## config.mk

```make
export PLATFORM = sky130hd
export DESIGN_NAME = eeg_pea_omux
export DESIGN_NICKNAME = d
export VERILOG_FILES = /design/src/rtl/eeg_pea_omux.sv
export SDC_FILE = /design/constraint.sdc
export NUM_CORES = 1
export LEC_CHECK = 0
export ABC_CLOCK_PERIOD_IN_PS = 23100
export CAP_MARGIN = 20
export CORE_AREA = 2 2 149 151
export CTS_CLUSTER_DIAMETER = 150
export DETAILED_ROUTE_END_ITERATION = 8
export DIE_AREA = 0 0 151 153
export GPL_ROUTABILITY_DRIVEN = 0
export GPL_TIMING_DRIVEN = 0
export PLACE_DENSITY = 0.77
export REMOVE_ABC_BUFFERS = 1
export SLEW_MARGIN = 20
export SYNTH_ARGS = -nofsm -noshare
export SYNTH_HDL_FRONTEND = slang
export SYNTH_SLANG_ARGS = --single-unit
```

## constraint.sdc

```tcl
create_clock -name clk -period 23.1 [get_ports clk]
set_clock_uncertainty 0.15 [all_clocks]
set_input_delay 4.62 -clock clk [delete_from_list [all_inputs] [get_ports clk]]
set_output_delay 4.62 -clock clk [all_outputs]
set_load 0.1 [all_outputs]
```

## src/rtl/eeg_pea_omux.sv

```systemverilog
// Output collector for the PE array: round-robin arbitration of per-PE result streams onto the
// single output-RAM write port, with layer-completion tracking. Optional counters: EEG_OMUX_STAT_EN.
module eeg_pea_omux #(
  parameter int PE_ROW      = 4,
  parameter int PE_COL      = 4,
  parameter int DATA_OUT_DW = 8,
  parameter int OMUX_ADD_AW = 8,
  parameter int ORAM_ADD_AW = 10,
  parameter int STAT_DW     = 16
) (
  input  logic                                 clk,
  input  logic                                 rst,
  input  logic                                 CFG_START,
  input  logic [PE_ROW*PE_COL-1:0]             CFG_PE_MSK,
  input  logic [ORAM_ADD_AW-1:0]               CFG_OUT_BASE,
  output logic                                 IS_IDLE,
  output logic                                 DONE,
  input  logic [PE_ROW*PE_COL-1:0]             IN_VLD,
  output logic [PE_ROW*PE_COL-1:0]             IN_RDY,
  input  logic [PE_ROW*PE_COL-1:0]             IN_LST,
  input  logic [PE_ROW*PE_COL*DATA_OUT_DW-1:0] IN_DAT,
  input  logic [PE_ROW*PE_COL*OMUX_ADD_AW-1:0] IN_ADD,
  output logic                                 ORAM_VLD,
  input  logic                                 ORAM_RDY,
  output logic [ORAM_ADD_AW-1:0]               ORAM_ADD,
  output logic [DATA_OUT_DW-1:0]               ORAM_DAT,
  output logic [STAT_DW-1:0]                   STAT_WR_CNT,
  output logic [STAT_DW-1:0]                   STAT_STL_CNT
);

  localparam int unsigned PE_NUM = $unsigned(PE_ROW * PE_COL);
  localparam int          PTR_W  = (PE_NUM > 1) ? $clog2(PE_NUM) : 1;

  typedef enum logic [1:0] {
    ST_IDLE,
    ST_RUN,
    ST_FIN
  } state_t;

  state_t                   r_state;
  logic [PE_NUM-1:0]        r_msk;
  logic [PE_NUM-1:0]        r_lst;
  logic [ORAM_ADD_AW-1:0]   r_base;
  logic [PTR_W-1:0]         r_ptr;
  logic                     r_ovld;
  logic [ORAM_ADD_AW-1:0]   r_oadd;
  logic [DATA_OUT_DW-1:0]   r_odat;

  logic [DATA_OUT_DW-1:0]   w_dat [PE_NUM];
  logic [OMUX_ADD_AW-1:0]   w_add [PE_NUM];
  logic [PE_NUM-1:0]        w_elig;
  logic [PE_NUM-1:0]        w_rdy;
  logic [PTR_W-1:0]         w_grant;
  logic [PTR_W-1:0]         w_ptr_nxt;
  logic                     w_found;
  logic                     w_acc;
  logic                     w_all_done;
  logic [ORAM_ADD_AW-1:0]   w_oadd;

  for (genvar gi = 0; gi < PE_NUM; gi++) begin : g_unpack
    assign w_dat[gi] = IN_DAT[gi*DATA_OUT_DW +: DATA_OUT_DW];
    assign w_add[gi] = IN_ADD[gi*OMUX_ADD_AW +: OMUX_ADD_AW];
  end

  assign w_elig = (r_state == ST_RUN) ? (r_msk & IN_VLD & ~r_lst) : '0;

  // Rotating priority: scan from the pointer upwards, wrapping at PE_NUM.
  always_comb begin
    w_found = 1'b0;
    w_grant = '0;
    for (int unsigned k = 0; k < PE_NUM; k++) begin
      int unsigned idx;
      idx = 32'(r_ptr) + k;
      if (idx >= PE_NUM) idx = idx - PE_NUM;
      if (!w_found && w_elig[idx[PTR_W-1:0]]) begin
        w_found = 1'b1;
        w_grant = idx[PTR_W-1:0];
      end
    end
  end

  assign w_acc      = w_found & (~r_ovld | ORAM_RDY);
  assign w_ptr_nxt  = (w_grant == PTR_W'(PE_NUM - 1)) ? '0 : w_grant + 1'b1;
  assign w_all_done = &(r_lst | ~r_msk);
  assign w_oadd     = r_base + ORAM_ADD_AW'(w_add[w_grant]);

  always_comb begin
    w_rdy          = '0;
    w_rdy[w_grant] = w_acc;
  end

  always_ff @(posedge clk) begin
    if (rst) begin
      r_state <= ST_IDLE;
      r_msk   <= '0;
      r_lst   <= '0;
      r_base  <= '0;
      r_ptr   <= '0;
      r_ovld  <= 1'b0;
      r_oadd  <= '0;
      r_odat  <= '0;
    end else begin
      case (r_state)
        ST_IDLE: begin
          if (CFG_START) begin
            r_state <= ST_RUN;
            r_msk   <= CFG_PE_MSK;
            r_base  <= CFG_OUT_BASE;
            r_lst   <= '0;
          end
        end
        ST_RUN: begin
          if (w_all_done && !r_ovld) r_state <= ST_FIN;
        end
        ST_FIN:  r_state <= ST_IDLE;
        default: r_state <= ST_IDLE;
      endcase

      if (w_acc) begin
        r_ovld <= 1'b1;
        r_oadd <= w_oadd;
        r_odat <= w_dat[w_grant];
        r_ptr  <= w_ptr_nxt;
        if (IN_LST[w_grant]) r_lst[w_grant] <= 1'b1;
      end else if (ORAM_RDY) begin
        r_ovld <= 1'b0;
      end
    end
  end

  assign IS_IDLE  = (r_state == ST_IDLE);
  assign DONE     = (r_state == ST_FIN);
  assign IN_RDY   = w_rdy;
  assign ORAM_VLD = r_ovld;
  assign ORAM_ADD = r_oadd;
  assign ORAM_DAT = r_odat;

`ifdef EEG_OMUX_STAT_EN
  logic [STAT_DW-1:0] r_wr_cnt;
  logic [STAT_DW-1:0] r_stl_cnt;

  always_ff @(posedge clk) begin
    if (rst) begin
      r_wr_cnt  <= '0;
      r_stl_cnt <= '0;
    end else if (r_state == ST_IDLE && CFG_START) begin
      r_wr_cnt  <= '0;
      r_stl_cnt <= '0;
    end else begin
      if (r_ovld && ORAM_RDY && r_wr_cnt != '1)   r_wr_cnt  <= r_wr_cnt + 1'b1;
      if (r_ovld && !ORAM_RDY && r_stl_cnt != '1) r_stl_cnt <= r_stl_cnt + 1'b1;
    end
  end

  assign STAT_WR_CNT  = r_wr_cnt;
  assign STAT_STL_CNT = r_stl_cnt;
`else
  assign STAT_WR_CNT  = '0;
  assign STAT_STL_CNT = '0;
`endif

endmodule

```

==> results.json <==
{
  "post-route-cell-area_um2": 12920,
  "yosysUniqueCellTypes": 92,
  "place_area_um2": 12590,
  "start_kind": "input port",
  "vias": 10777,
  "endpoint_kind": "primary output",
  "synth_ff_type": "dfxtp_1",
  "port_buffers": 354,
  "synth_area_per_cell_um2": 7.516,
  "num-nets-final": 1830,
  "grt_antenna_before_repair": 0,
  "fin_cells": 1777,
  "ys_warn_count": 0,
  "grt_pass1_vias": 10372,
  "finalCritPeriodShare": 0.6715,
  "path_class": "in -> out",
  "first_pass_iters": 6,
  "htreeDepth": 3,
  "critPathTopFamily": "buffers and inverters",
  "fin_ws_ns": 7.588,
  "crit_arrival_ns": 10.74,
  "io_pins": 387,
  "dp_hpwl_um": 29630,
  "grt_overflow_total": 0,
  "route.detailed.drc": 0,
  "final_cell_mix": "353 x clkdlybuf4s50_1, 202 x nand2_1, 124 x mux2i_1",
  "die_w_um": 151,
  "final_max_slew_viol_count": 0,
  "critPathBufInv": 3,
  "slew_headroom": 0.2231,
  "post_cts_resize_count": 0,
  "syn_inst": 1199,
  "grt_pass1_wl_um": 56350,
  "netlist_top_cells_area": "dfxtp_1 15%, mux2i_1 14%, nand2_1 8.5%",
  "cts.path.max_buffers": 2,
  "holdBufCountCts": 0,
  "max_stage_delay_ns": 1.18,
  "cts_num_sinks": 67,
  "worstHoldPathType": "reg -> reg",
  "status": "complete, no violations",
  "die_area_um2": 23100,
  "rows": 54,
  "wl_per_cell_um": 20.94,
  "start_util": 0.4194,
  "fin_crit_ns": 15.51,
  "clockRootBuffer": "clkbuf_16",
  "async_flop_share": 0,
  "worst_pin_slew_ns": 1.158,
  "crit_required_ns": 18.33,
  "cp_common_cell": "clkdlybuf4s50_1",
  "drt-vias-per-instance": 6.065,
  "rsz0062_at_grt": "false",
  "maxCapViolations": 0,
  "fmax_mhz": 64.47,
  "num_antenna_cells": 0,
  "syn-cell-area_um2": 9011,
  "final_hold_viol_count": 0,
  "core-area_um2": 21490,
  "drive_gt1_frac": 0.07816,
  "cts_setup_buffers": 0,
  "ant_nets": 0,
  "synth_edf_count": 0,
  "pre_cts_ws_ns": 7.730,
  "synth_top_cell_area_share": 0.1488,
  "critical_path.max_fanout": 25,
  "crit_slowest_cell": "clkdlybuf4s50_1",
  "grt_max_degree": 72,
  "layout_commonest_cell": "clkdlybuf4s50_1",
  "worstPathCellList": "clkdlybuf4s50_1 -> nand3b_1 -> mux4_2 -> or2_2 -> o311ai_0 -> a221oi_1 -> mux2_2 -> o32ai_1 -> o21ai_0 -> a21o_2 -> inv_1 -> ha_1 -> nand2_1 -> nor2_1 -> clkdlybuf4s50_1",
  "drtIter0Drc": 1080,
  "cts_buffers": 9,
  "cts.clk_slew.worst_paths_ns": 0.06,
  "die_h_um": 153,
  "yosysSeqAreaShare": 0.1488,
  "placed_cells": 1761,
  "setup_viol": 0,
  "insertion_delay_ns": 0.34,
  "grt_usage": 0.3110,
  "yosysTopAreaCell": "dfxtp_1",
  "cts_tree": "built",
  "syn_to_final_growth_pct": 43.42,
  "synth-seq-cells": 67,
  "routed_wl_um": 37220
}
layer usage:
layer,GRT usage,vias to the layer above,routed length [um]
met4,0.1135,0,1347
met3,0.06179,107,3505
li1,-,5062,-
met5,0,-,0
met1,0.3789,5006,13910
met2,0.5383,602,18460
worst reg2reg max path, stage by stage (launching register included):
cell	delay, ns
dfxtp_2	0.85
inv_1	0.28
ha_1	0.58
or3b_1	0.42
o22ai_1	0.22
nor3_1	0.51
nor4_4	0.17
nor4_4	0.41
nand4b_1	0.41
a211oi_4	0.60
nor3_1	0.09
or2_4	0.41
buf_16	0.30
nand2_1	0.77
o22ai_1	0.21
a221o_1	0.36
ha_1	0.29
a21o_1	0.16
a21o_1	0.19
a21o_1	0.18
a21oi_1	0.23
o21bai_1	0.10
a21oi_1	0.22
nor2b_1	0.07
o21ai_0	0.22
xor2_1	0.10
a211oi_1	0.24
kinds of logic (layout without fill, tap and decap cells):
kind of cell               count (synthesis)  in the layout  share of synthesized area
muxes                                    162            162                     0.1952
AOI/OAI and AO/OA                        331            331                     0.2666
buffers and inverters                    141            408                    0.08262
DFF                                       67             67                     0.1488
and+or+nand+nor                          452            452                     0.2534
adders and majority gates                 20             20                    0.02860
other                                      1             32                  0.0004162
xor gates and xnor gates                  25             25                    0.02430
cells in the mapped netlist (8+ instances only):
| cell | count |
|---|---|
| a211oi_1 | 8 |
| a21o_1 | 13 |
| a21oi_1 | 65 |
| a221o_1 | 11 |
| a22oi_1 | 9 |
| a31oi_1 | 25 |
| and3_1 | 19 |
| buf_2 | 37 |
| buf_4 | 41 |
| clkbuf_1 | 31 |
| dfxtp_1 | 67 |
| ha_1 | 19 |
| inv_1 | 21 |
| mux2_2 | 30 |
| mux2i_1 | 124 |
| nand2_1 | 203 |
| nand2b_1 | 10 |
| nand3_1 | 19 |
| nand3b_1 | 20 |
| nand4b_1 | 9 |
| nor2_1 | 67 |
| nor3_1 | 18 |
| o211ai_1 | 8 |
| o21ai_0 | 26 |
| o221ai_1 | 21 |
| o22ai_1 | 33 |
| o31ai_1 | 20 |
| or2_2 | 8 |
| or3_1 | 13 |
| xnor2_1 | 18 |
sequential cells by signal, indices dropped and copies added (netlist names):
| register | cells |
|---|---|
| ORAM_ADD | 10 |
| ORAM_DAT | 8 |
| ORAM_VLD | 1 |
| r_base | 10 |
| r_lst | 16 |
| r_msk | 16 |
| r_ptr | 4 |
| r_state | 2 |
per-stage QoR:
stage	TNS, ns	utilization	hold slack (ns)
2_1_floorplan	0	-	0.2846
3_3_place_gp	-20.51	0.5758	0.2901
3_5_place_dp	0	0.5858	0.2938
4_1_cts	0	0.6015	0.3003
5_1_grt	0	0.6015	0.3144
6_report	0	0.6015	0.3008
final cells by class:
cell class	instances	area [um^2]
Clock buffer	11	252.7
Clock inverter	5	85.08
Fill cell	1959	8562
Inverter	25	95.09
Multi-Input combinational cell	1022	7076
Sequential cell	67	1344
Tap cell	280	350.3
Timing Repair Buffer	367	3721
final timing paths:
kind / startpoint / slack, ns / end / cells past startpoint
worst max-delay path: IN_VLD[8] / 7.59 / IN_RDY[13] / 15
worst min-delay path: ORAM_ADD[7]$_SDFFE_PP0P_ / 0.30 / ORAM_ADD[7]$_SDFFE_PP0P_ / 2
worst max register to register: r_ptr[1]$_SDFFE_PP0P_ / 14.28 / ORAM_ADD[9]$_SDFFE_PP0P_ / 26
worst min register to register: ORAM_ADD[7]$_SDFFE_PP0P_ / 0.30 / ORAM_ADD[7]$_SDFFE_PP0P_ / 2
Power is not shown: default switching activity piles up to over one toggle a cycle in this logic, so the estimate is an artifact.
